**config.mk**
```make
export PLATFORM = sky130hd
export DESIGN_NAME = firebird7_in_gate1_tessent_data_mux_ctrl_flat
export DESIGN_NICKNAME = d
export VERILOG_FILES = /design/src/rtl/firebird7_in_gate1_tessent_data_mux_ctrl_if.sv /design/src/rtl/firebird7_in_gate1_tessent_data_mux_ctrl.sv /design/src/flat_wrapper.sv
export SDC_FILE = /design/constraint.sdc
export NUM_CORES = 1
export LEC_CHECK = 0
export ABC_AREA = 1
export CORE_UTILIZATION = 52
export DETAILED_ROUTE_END_ITERATION = 10
export HOLD_SLACK_MARGIN = 0.05
export PLACE_DENSITY_LB_ADDON = 0.3
export SYNTH_ARGS = -nofsm -noshare
export SYNTH_HDL_FRONTEND = slang
export SYNTH_SLANG_ARGS = --single-unit
```
**constraint.sdc**
```tcl
create_clock -name ijtag_tck -period 2.2 [get_ports ijtag_tck]
set_input_delay 0.22 -clock ijtag_tck [delete_from_list [all_inputs] [get_ports ijtag_tck]]
set_output_delay 0.22 -clock ijtag_tck [all_outputs]
set_load 0.02 [all_outputs]
```
**src/rtl/firebird7_in_gate1_tessent_data_mux_ctrl_if.sv**
```systemverilog
// Handshake bundle between the gate1 IJTAG TDR / functional path and the
// data mux select controller.
interface firebird7_in_gate1_tessent_data_mux_ctrl_if #(
  parameter int unsigned CNT_W = 8
);
  logic             ijtag_req;
  logic             ijtag_err_clr;
  logic             func_busy;
  logic             ijtag_ack;
  logic             func_stall;
  logic             ijtag_select;
  logic             data_valid;
  logic             timeout_err;
  logic [CNT_W-1:0] switch_count;

  modport master (
    output ijtag_req, ijtag_err_clr, func_busy,
    input  ijtag_ack, func_stall, ijtag_select, data_valid, timeout_err, switch_count
  );

  modport slave (
    input  ijtag_req, ijtag_err_clr, func_busy,
    output ijtag_ack, func_stall, ijtag_select, data_valid, timeout_err, switch_count
  );
endinterface

```
**src/rtl/firebird7_in_gate1_tessent_data_mux_ctrl.sv**
```systemverilog
// Sequences the gate1 IJTAG/functional data mux select: stall, drain, settle,
// grant, settle back. All outputs are flops loaded from the next-state decode.
module firebird7_in_gate1_tessent_data_mux_ctrl #(
  parameter int unsigned SETTLE_CYCLES = 4,
  parameter int unsigned DRAIN_TIMEOUT = 255,
  parameter int unsigned CNT_W         = 8
) (
  input logic ijtag_tck,
  input logic ijtag_reset,
  firebird7_in_gate1_tessent_data_mux_ctrl_if.slave bus
);

  localparam int unsigned SET_W = $clog2(SETTLE_CYCLES + 1);
  localparam int unsigned DRN_W = $clog2(DRAIN_TIMEOUT + 1);
  localparam logic [CNT_W-1:0] CNT_MAX = '1;

  typedef enum logic [2:0] {
    ST_FUNC       = 3'd0,
    ST_DRAIN      = 3'd1,
    ST_SETTLE_IN  = 3'd2,
    ST_IJTAG      = 3'd3,
    ST_SETTLE_OUT = 3'd4
  } state_e;

  state_e           state_q, state_d;
  logic [SET_W-1:0] set_cnt_q, set_cnt_d;
  logic [DRN_W-1:0] drn_cnt_q, drn_cnt_d;
  logic [CNT_W-1:0] sw_cnt_q, sw_cnt_d;
  logic             err_q, err_d, err_set;
  logic             sel_q, sel_d;
  logic             stall_q, stall_d;
  logic             ack_q, ack_d;
  logic             valid_q, valid_d;

  // State, counter and output registers
  always_ff @(posedge ijtag_tck) begin
    if (ijtag_reset) begin
      state_q   <= ST_FUNC;
      set_cnt_q <= '0;
      drn_cnt_q <= '0;
      sw_cnt_q  <= '0;
      err_q     <= 1'b0;
      sel_q     <= 1'b0;
      stall_q   <= 1'b0;
      ack_q     <= 1'b0;
      valid_q   <= 1'b1;
    end else begin
      state_q   <= state_d;
      set_cnt_q <= set_cnt_d;
      drn_cnt_q <= drn_cnt_d;
      sw_cnt_q  <= sw_cnt_d;
      err_q     <= err_d;
      sel_q     <= sel_d;
      stall_q   <= stall_d;
      ack_q     <= ack_d;
      valid_q   <= valid_d;
    end
  end

  // Next-state, counters, sticky error and switch count
  always_comb begin
    state_d   = state_q;
    set_cnt_d = set_cnt_q;
    drn_cnt_d = drn_cnt_q;
    err_set   = 1'b0;
    unique case (state_q)
      ST_FUNC: begin
        if (bus.ijtag_req) begin
          state_d   = ST_DRAIN;
          drn_cnt_d = '0;
        end
      end
      ST_DRAIN: begin
        if (!bus.ijtag_req) begin
          state_d = ST_FUNC;
        end else if (!bus.func_busy) begin
          state_d   = ST_SETTLE_IN;
          set_cnt_d = '0;
        end else if (drn_cnt_q == DRN_W'(DRAIN_TIMEOUT - 1)) begin
          // Functional side never drained: force the switch and flag it
          state_d   = ST_SETTLE_IN;
          set_cnt_d = '0;
          err_set   = 1'b1;
        end else begin
          drn_cnt_d = drn_cnt_q + DRN_W'(1);
        end
      end
      ST_SETTLE_IN: begin
        if (set_cnt_q == SET_W'(SETTLE_CYCLES - 1)) state_d = ST_IJTAG;
        else                                         set_cnt_d = set_cnt_q + SET_W'(1);
      end
      ST_IJTAG: begin
        if (!bus.ijtag_req) begin
          state_d   = ST_SETTLE_OUT;
          set_cnt_d = '0;
        end
      end
      ST_SETTLE_OUT: begin
        if (set_cnt_q == SET_W'(SETTLE_CYCLES - 1)) state_d = ST_FUNC;
        else                                         set_cnt_d = set_cnt_q + SET_W'(1);
      end
      default: state_d = ST_FUNC;
    endcase

    sw_cnt_d = sw_cnt_q;
    if (state_q == ST_SETTLE_IN && state_d == ST_IJTAG && sw_cnt_q != CNT_MAX)
      sw_cnt_d = sw_cnt_q + CNT_W'(1);

    err_d = err_q;
    if (err_set)                err_d = 1'b1;
    else if (bus.ijtag_err_clr) err_d = 1'b0;
  end

  // Moore output decode of the upcoming state, loaded into the output flops
  always_comb begin
    sel_d   = 1'b0;
    stall_d = 1'b0;
    ack_d   = 1'b0;
    valid_d = 1'b1;
    unique case (state_d)
      ST_FUNC:       ;
      ST_DRAIN:      stall_d = 1'b1;
      ST_SETTLE_IN: begin
        sel_d   = 1'b1;
        stall_d = 1'b1;
        valid_d = 1'b0;
      end
      ST_IJTAG: begin
        sel_d   = 1'b1;
        stall_d = 1'b1;
        ack_d   = 1'b1;
      end
      ST_SETTLE_OUT: begin
        stall_d = 1'b1;
        valid_d = 1'b0;
      end
      default: ;
    endcase
  end

  assign bus.ijtag_select = sel_q;
  assign bus.func_stall   = stall_q;
  assign bus.ijtag_ack    = ack_q;
  assign bus.data_valid   = valid_q;
  assign bus.timeout_err  = err_q;
  assign bus.switch_count = sw_cnt_q;

endmodule

```
**src/flat_wrapper.sv**
```systemverilog
// flat-port wrapper written by rule: the top's interface ports become plain ports
module firebird7_in_gate1_tessent_data_mux_ctrl_flat 
#(
  parameter int unsigned SETTLE_CYCLES = 4,
  parameter int unsigned DRAIN_TIMEOUT = 255,
  parameter int unsigned CNT_W         = 8
)
  (ijtag_tck, ijtag_reset, bus_ijtag_req, bus_ijtag_err_clr, bus_func_busy, bus_ijtag_ack, bus_func_stall, bus_ijtag_select, bus_data_valid, bus_timeout_err, bus_switch_count);
  firebird7_in_gate1_tessent_data_mux_ctrl_if #(.CNT_W(CNT_W)) bus_i ();
  input logic ijtag_tck;
  input logic ijtag_reset;
  input wire logic [$bits(bus_i.ijtag_req)-1:0] bus_ijtag_req;
  input wire logic [$bits(bus_i.ijtag_err_clr)-1:0] bus_ijtag_err_clr;
  input wire logic [$bits(bus_i.func_busy)-1:0] bus_func_busy;
  output wire logic [$bits(bus_i.ijtag_ack)-1:0] bus_ijtag_ack;
  output wire logic [$bits(bus_i.func_stall)-1:0] bus_func_stall;
  output wire logic [$bits(bus_i.ijtag_select)-1:0] bus_ijtag_select;
  output wire logic [$bits(bus_i.data_valid)-1:0] bus_data_valid;
  output wire logic [$bits(bus_i.timeout_err)-1:0] bus_timeout_err;
  output wire logic [$bits(bus_i.switch_count)-1:0] bus_switch_count;
  assign bus_i.ijtag_req = bus_ijtag_req;
  assign bus_i.ijtag_err_clr = bus_ijtag_err_clr;
  assign bus_i.func_busy = bus_func_busy;
  assign bus_ijtag_ack = bus_i.ijtag_ack;
  assign bus_func_stall = bus_i.func_stall;
  assign bus_ijtag_select = bus_i.ijtag_select;
  assign bus_data_valid = bus_i.data_valid;
  assign bus_timeout_err = bus_i.timeout_err;
  assign bus_switch_count = bus_i.switch_count;
  firebird7_in_gate1_tessent_data_mux_ctrl #(.SETTLE_CYCLES(SETTLE_CYCLES), .DRAIN_TIMEOUT(DRAIN_TIMEOUT), .CNT_W(CNT_W)) u_core (.ijtag_tck(ijtag_tck), .ijtag_reset(ijtag_reset), .bus(bus_i));
endmodule
```
# Word level (Yosys, flattened, before mapping)
# Index checks and enable logic that the tools add are counted.
[totals] ff_bits=27 input_bits=5 out_inout_bits=13 wordCells=71
[op_classes] addsub=3 n_eq_ne=18 mux=29 n_reduce_logical=12
[op_table] operator="two-way mux 3 bit" n=12
[op_table] operator="two-way mux 8 bit" n=4
[op_table] operator="adder 8 x 1 -> 8 bit (second input constant)" n=2
[op_table] operator="one-hot mux 8 bit (2 select lines)" n=1
[op_table] operator="equality test 3 x 2 -> 1 bit (second input constant)" n=5
[op_table] operator="one-hot mux 3 bit (5 select lines)" n=1
[op_table] operator="inequality test 2 bit (second input constant)" n=6
[op_table] operator="two-way mux 1 bit" n=10
[op_table] operator="AND reduction 5 bit" n=2
[op_table] operator="one-hot mux 3 bit (3 select lines)" n=1
[op_table] operator="equality test 8 bit (second input constant)" n=1
[op_table] operator="inequality test 8 bit (second input constant)" n=1
[op_table] operator="equality test 3 x 1 -> 1 bit (second input constant)" n=2
[op_table] operator="equality test 3 bit (second input constant)" n=2
[op_table] operator="OR reduction 2 bit" n=3
[op_table] operator="nonzero test 2 bit" n=2
[op_table] operator="OR reduction 4 bit" n=1
[op_table] operator="adder 3 x 1 -> 3 bit (second input constant)" n=1
[op_table] operator="zero test 3 bit" n=1
[op_table] operator="inequality test 3 x 2 -> 1 bit (second input constant)" n=1
[op_table] operator="nonzero test 3 bit" n=1
[op_table] operator="logical AND 1 bit" n=2

# Longest topological paths before layout
# Gate-level depths: netlist of the first run.
[depth] word_depth=8 depth_mapped=11 ltp_nobuf=11

# Least setup slack after synthesis of the first run
# Ideal clock, no wire load.
[synth_timing] kind="reg-to-reg" startpoint="register u_core.sw_cnt_q[0] (netlist: u_core.bus.switch_count[0])" endpoint="register u_core.sw_cnt_q[0] (netlist: u_core.bus.switch_count[0])" setup_ns=0.132 arrival_ns=1.415 t_required_ns=2.068 path_slack_ns=0.652 stages_incl_launch_ff=9 path_buffers=0 synth_period_minus_slack_ns=1.548 path_cell_list="dfxtp_1 ha_1 nand3_1 nor2_1 nand3_1 nand3_2 inv_2 o21ai_1 a21oi_1"
[synth_between] elab_chain_len=2 elab_cells_between_ends=3 cone_classes="add/sub: 1; eq/ne: 1; reduce/logical: 1"
[synth_lines] item="start: declaration" line_no="firebird7_in_gate1_tessent_data_mux_ctrl.sv:28" text="logic [CNT_W-1:0] sw_cnt_q, sw_cnt_d;"
[synth_lines] item="start signal: assignment" line_no="firebird7_in_gate1_tessent_data_mux_ctrl.sv:51" text="sw_cnt_q <= sw_cnt_d;"
[synth_lines] item="branches (longest 2 deep; another with adder 8 x 1 -> 8 bit)"
# Several ways; the timed one is not identified.
# A chain may end at the register's enable or synchronous reset.

# Worst setup path after layout of the first run
[layout_timing] startpoint="register u_core.sw_cnt_q[2] (netlist: u_core.bus.switch_count[2])" endpoint="output port bus_switch_count[2]"
[layout_rtl] item="end: declaration" line_no="flat_wrapper.sv:20" text="output wire logic [$bits(bus_i.switch_count)-1:0] bus_switch_count;"
# No word-level cell between the ends.

==> results by group, run 1 <==
Outcome
  • Outcome: finished, final reports clean

Timing
  • RSZ-0062 raised after global routing: no
  • Fmax: 0.606 GHz
  • Setup total negative slack: 0 ns
  • Final setup fails: 0
  • Post-route clock skew: 0.0157 ns
  • Final min period: 1.65 ns
  • Final Max Tran Viols: 0
  • Measured slew at the worst slew-check pin: 0.304 ns
  • Fin crit share: 0.750
  • Max-slew headroom: 0.796
  • Final Hold Fails: 0

Setup path
  • Critical path depth in cells: 1
  • CP required: 1.98 ns
  • Worst-path cell chain: clkdlybuf4s50_1
  • Critical Path Start Type: flip-flop
  • Critical Path AT: 1.43 ns
  • Crit path max fanout: 6
  • CP Class: reg2out
  • CP peak stage delay: 0.64 ns
  • Crit end category: primary output
  • Crit-path leading delay family: buffers and inverters
  • Worst setup startpoint: u_core.bus.switch_count[2]
  • Worst R2R Path Depth: 11
  • FF-to-FF setup slack: 0.56 ns
  • Setup crit end: bus_switch_count[2]
  • Buf/Inv on CP: 1
  • Slowest CP cell: clkdlybuf4s50_1
  • R2R Path End: u_core.drn_cnt_q[5]
  • Crit Reg-Reg Startpoint: u_core.drn_cnt_q[0]

Power
  • Int Power: 603 uW
  • VDD IR-drop max: 0.000347 V
  • Share of power burned in registers: 0.605
  • Clock Power Share: 0.283
  • P_sw: 229 uW
  • Logic pwr share: 0.112
  • Static leakage: 0.000580 uW
  • Switching Fraction: 0.275
  • Pwr dens: 507 nW/um^2

Placement
  • Inst Count DP: 239
  • Post-DP HPWL: 2380 microns
  • Number of I/O port buffers: 17
  • Placer Congestion: 0.832

Clocking
  • CTS resizes: 0
  • Reg clk slew, reported paths: 0.17 ns
  • CTS Buf Count: 3
  • TritonCTS clock tree: done
  • CTS root buffer: clkbuf_4
  • Clock Latency Late Sink: 0.34 ns
  • Max clock buf depth: 2
  • Sink Count: 27
  • Hold Buf Count CTS: 0
  • Post-CTS setup buffer count: 0
  • H-tree Lvls: 1

Yosys
  • Post-synth EDFFs: 0
  • Syn Nets: 203
  • Mapped Area: 1400 sq um
  • Top post-synthesis cells by count: nand2_1, nor2_1, dfxtp_1
  • Yosys top cell area share: 0.385
  • Synth area leaders: dfxtp_1, nand2_1, nor2_1
  • Netlist cell types: 27
  • Share of flip-flops with an asynchronous set or reset: 0
  • Avg Cell Area, Syn: 7.27 sq um
  • Sequential fraction of the synthesis area: 0.385
  • Synth warnings: 0
  • Post-synth top flop: dfxtp_1
  • #FFs+latches synth: 27
  • Cell taking the most area after synthesis: dfxtp_1
  • Post-Synthesis Cells: 193
  • Most numerous cell in the Yosys netlist: nand2_1

Floorplan
  • Vert. Die Dim: 53.9 microns
  • Core Region: 2520 sq um
  • Rows: 18
  • Die Width: 53.9 microns
  • Ports: 18
  • Die area: 2910 sq um
  • Initial Util: 0.556

Routing
  • DR iter-0 viols: 28
  • DR vias: 1300
  • Post-DR wirelength/cell: 12.9 microns
  • DR top layer: met4
  • Remaining routing DRC violations: 0
  • Routed wl met3: 103 microns
  • Antenna Nets Post-Route: 0
  • DRT Wirelength: 3140 microns
  • DRT met1 WL: 1380 microns
  • Average vias per placed instance: 5.35
  • DR pass1 iterations: 4
  • Met2 wire length: 1590 microns

Worst hold path
  • Worst Hold Class: reg2reg

Finish
  • Nets: 224
  • Register area: 541 sq um
  • P&R area growth vs syn: 17.0%
  • Area of the multi-input gates: 782 sq um
  • Non-filler instance count after layout: 243
  • Layout cells sized above 1: 0.117
  • Filler cells: 215
  • Ant diodes: 0

Global route
  • First-pass GRT wire length: 4990 microns
  • Total grt overflow: 0
  • Initial antenna violation count: 0
  • GRT Overall Usage: 0.242
  • Largest net degree at the start of global routing: 19
  • Vias in the first global route: 1156

Run
  • Max_cap viols: 0
routing by layer:
layer | GRT usage | vias up
li1 | - | 664
met1 | 0.275 | 598
met2 | 0.434 | 30
met3 | 0.0367 | 8
met4 | 0.123 | 0
met5 | 0 | -
state kept, by name, indices dropped and copies added, names as in the netlist:
register	cells
u_core.bus.timeout_err	1
u_core.drn_cnt_q	8
u_core.set_cnt_q	3
u_core.bus.data_valid	1
u_core.bus.switch_count	8
u_core.state_q	3
u_core.bus.ijtag_select	1
u_core.bus.ijtag_ack	1
u_core.bus.func_stall	1
cells in the final DEF, fill, tap and decap left out:
cell and count:
nand4_1 2, o21ai_1 5, nor3_1 2, or2_1 1, dfxtp_1 27, nor2_1 29
xor2_1 6, nand3_4 1, clkdlybuf4s50_1 17, inv_6 1, nand2_1 45, nor2_4 1
nand3_2 1, nor3_2 1, o211ai_1 1, clkinv_4 1, ha_1 5, buf_4 1
nand2_4 1, a21oi_2 7, a21oi_1 12, inv_2 2, nand3_1 14, xnor2_1 2
inv_1 15, nand3b_1 1, clkbuf_4 3, o21ai_0 4, nor2_2 3, nand2_2 2
worst min-delay path by stage:
stage                      startpoint                endpoint  slack, ns  cells after the start
4_1_cts           u_core.set_cnt_q[1]     u_core.set_cnt_q[1]       0.49                      2
5_1_grt        u_core.bus.timeout_err  u_core.bus.timeout_err       0.51                      2
6_report          u_core.set_cnt_q[2]     u_core.set_cnt_q[2]       0.48                      2
3_5_place_dp      u_core.set_cnt_q[1]     u_core.set_cnt_q[1]       0.47                      2
2_1_floorplan       bus_ijtag_err_clr  u_core.bus.timeout_err       0.38                      3
3_3_place_gp      u_core.set_cnt_q[2]     u_core.set_cnt_q[2]       0.45                      2
cell families after synthesis:
group                      count (synthesis)  synth area share
and+or+nand+nor                          104             0.339
AOI/OAI and AO/OA                         29             0.124
DFF                                       27             0.385
buffers and inverters                     20            0.0571
xor gates and xnor gates                   8            0.0500
adders and majority gates                  5            0.0446
power by group through the flow:
stage / Sequential, uW / Clock [uW] / Combinational (uW)
2_1_floorplan: 518 / 0 / 54.8
3_3_place_gp: 513 / 0 / 88.3
3_5_place_dp: 514 / 0 / 92.2
4_1_cts: 503 / 243 / 92.5
5_1_grt: 504 / 259 / 101
6_report: 503 / 236 / 93.2
area by class of cell:
class                      instances  area share
clock buffer                       3      0.0137
sequential                        27       0.329
timing repair buffer              18       0.108
multi-input combinational        146       0.476
tap                               30      0.0229
clock inverter                     1     0.00534
inverter                          18      0.0442
worst reg2reg max path, stage by stage, from the launching register on:
cell and delay, ns:
dfxtp_1 0.37, inv_1 0.12, ha_1 0.16, nand2_1 0.05, nor2_1 0.14, nand2_1 0.12
nand2_2 0.14, nand2_2 0.08, nand2_4 0.13, clkinv_4 0.10, nand2_1 0.09, a21oi_2 0.05
stage by stage:
step | instance area, sq um | power (uW) | hold slack, ns | util | worst slack, ns
final | 1640 | 832 | 0.484 | 0.651 | 0.550
after global routing | 1640 | 865 | 0.511 | 0.651 | 0.399
after floorplan | 1400 | 572 | 0.383 | - | 0.652
after global placement | 1610 | 601 | 0.450 | 0.638 | 0.622
after detailed placement | 1610 | 606 | 0.467 | 0.638 | 0.505
after CTS | 1640 | 838 | 0.488 | 0.651 | 0.542
Note: power is estimated with default switching activity, not from simulation.
==> run 2: changes to the inputs <==
Clock period 2.2 ns to 1.7 ns, I/O delays scaled along.
==> results by group, run 2 (same netlist as run 1, synthesis figures left out) <==
Finish
  • Ant diodes: 0 (unchanged)
  • Finished Cell Area: 1680 sq um (+2.1%)
  • P&R area growth vs syn: 19.4%
  • Most frequent cells in the layout: nand2_1, nor2_1, dfxtp_1
  • Most common cell after layout, fill and taps aside: nand2_1
  • Layout cells sized above 1: 0.138 (+0.0209)
  • Nets: 228 (+1.8%)

Timing
  • Fmax: 0.633 GHz
  • Measured slew at the worst slew-check pin: 0.287 ns (-0.0169 ns)
  • Post-route clock skew: 0.00209 ns (-0.0136 ns)
  • Final min period: 1.58 ns
  • Max-slew headroom: 0.809 (+0.0121)
  • Smallest hold slack: 0.460 ns (-0.0244 ns)
  • Final Max Tran Viols: 0 (unchanged)
  • Final setup fails: 0 (unchanged)
  • Final Hold Fails: 0 (unchanged)
  • Fin crit share: 0.929

Routing
  • DR iter-0 viols: 21 (-25%)
  • DR pass1 iterations: 4 (unchanged)
  • Remaining routing DRC violations: 0 (unchanged)
  • DR vias: 1256 (-3.4%)
  • Post-DR wirelength/cell: 11.3 microns (-13%)
  • Average vias per placed instance: 5.09 (-4.9%)
  • Antenna Nets Post-Route: 0 (unchanged)
  • DRT Wirelength: 2790 microns (-11%)

Placement
  • Placer Congestion: 0.860 (+3.3%)
  • Post-DP HPWL: 2180 microns (-8.5%)
  • Number of I/O port buffers: 17 (unchanged)
  • Placed Area: 1630 sq um (+0.93%)

Global route
  • First-pass GRT wire length: 4730 microns (-5.1%)
  • GRT Overall Usage: 0.225 (-0.0175)
  • Initial antenna violation count: 0 (unchanged)
  • Total grt overflow: 0 (unchanged)
  • Vias in the first global route: 1116 (-3.5%)
  • Largest net degree at the start of global routing: 17 (-2)

Floorplan
  • Die area: 2910 sq um (unchanged)
  • Die Width: 53.9 microns (unchanged)
  • Rows: 18 (unchanged)
  • Vert. Die Dim: 53.9 microns (unchanged)
  • Core Region: 2520 sq um (unchanged)
  • Ports: 18 (unchanged)
  • Initial Util: 0.556 (unchanged)

Setup path
  • Buf/Inv on CP: 1 (unchanged)
  • Slowest CP cell: clkdlybuf4s50_1
  • Critical Path AT: 1.41 ns (-0.02 ns)
  • Crit path max fanout: 5 (-1)
  • CP required: 1.53 ns (-0.45 ns)
  • CP peak stage delay: 0.64 ns (about the same)
  • Worst-path cell chain: clkdlybuf4s50_1
  • Crit-path leading delay family: buffers and inverters
  • Crit end category: primary output
  • CP Class: reg2out
  • Critical Path Start Type: flip-flop

Clocking
  • Clock Latency Late Sink: 0.32 ns (-0.02 ns)
  • H-tree Lvls: 1 (unchanged)
  • Reg clk slew, reported paths: 0.15 ns (-0.02 ns)
  • Sink Count: 27 (unchanged)
  • Hold Buf Count CTS: 0 (unchanged)
  • CTS root buffer: clkbuf_4
  • TritonCTS clock tree: done
  • CTS Buf Count: 3 (unchanged)
  • Max clock buf depth: 2 (unchanged)

Worst hold path
  • Worst Hold Class: in2reg

Outcome
  • Outcome: finished, final reports clean

Run
  • Max_cap viols: 0 (unchanged)

Power
  • Static leakage: 0.000595 uW (+2.6%)
  • Pwr dens: 633 nW/um^2 (+25%)
  • VDD IR-drop max: 0.000483 V (+39%)
==> run 2: cell count changes in the layout (fill, tap and decap cells not counted) <==
cell	change
inv_6	-1
nand3_2	+1
buf_4	+4
nand3_1	-1
clkinvlp_4	+1
==> run 2: path summary, 6_finish.rpt <==
| path | slack (ns) | endpoint | cells after the start | from |
|---|---|---|---|---|
| worst min register to register | 0.48 | u_core.set_cnt_q[2] | 2 | u_core.set_cnt_q[2] |
| worst max register to register | 0.13 | u_core.drn_cnt_q[6] | 11 | u_core.drn_cnt_q[0] |
| worst min-delay path | 0.46 | u_core.bus.timeout_err | 4 | bus_ijtag_err_clr |
| worst max-delay path | 0.12 | bus_switch_count[5] | 1 | u_core.bus.switch_count[5] |
==> run 2: final cells by class <==
class,count,area [sq um]
timing repair buffer,22,208
tap,30,37.5
multi-input combinational,146,787
sequential,27,541
inverter,18,72.6
clock inverter,1,7.51
fill,207,847
clock buffer,3,22.5
==> run 2: layer usage <==
layer	track usage	vias to the layer above	part of all wire	wire length [microns]
met3	0.0311	2	0.033	93
met2	0.374	27	0.49	1360
met1	0.292	558	0.47	1320
met5	0	-	0	0
li1	-	669	-	-
met4	0.0833	0	0.0043	12
==> run 2: power by group <==
group / switching, uW / internal (uW) / total (uW)
clock network: 193 / 90.0 / 283
logic: 77.9 / 49.2 / 127
registers: 7.45 / 643 / 650
==> run 2: what timing repair did <==
item	CTS	global route
setup endpoints to repair	0	8
buffers inserted	0	2
resized for setup	0	1
==> run 2: per-stage QoR <==
stage                util  total power [uW]  TNS [ns]  worst slack [ns]  instances
global route        0.664              1110  -0.00489          -0.00489        247
CTS                 0.656              1060         0            0.0975        245
detailed placement  0.644               784         0             0.130        241
floorplan               -               741         0             0.152        193
global placement    0.644               780         0             0.173        241
finish              0.664              1060         0             0.120        247
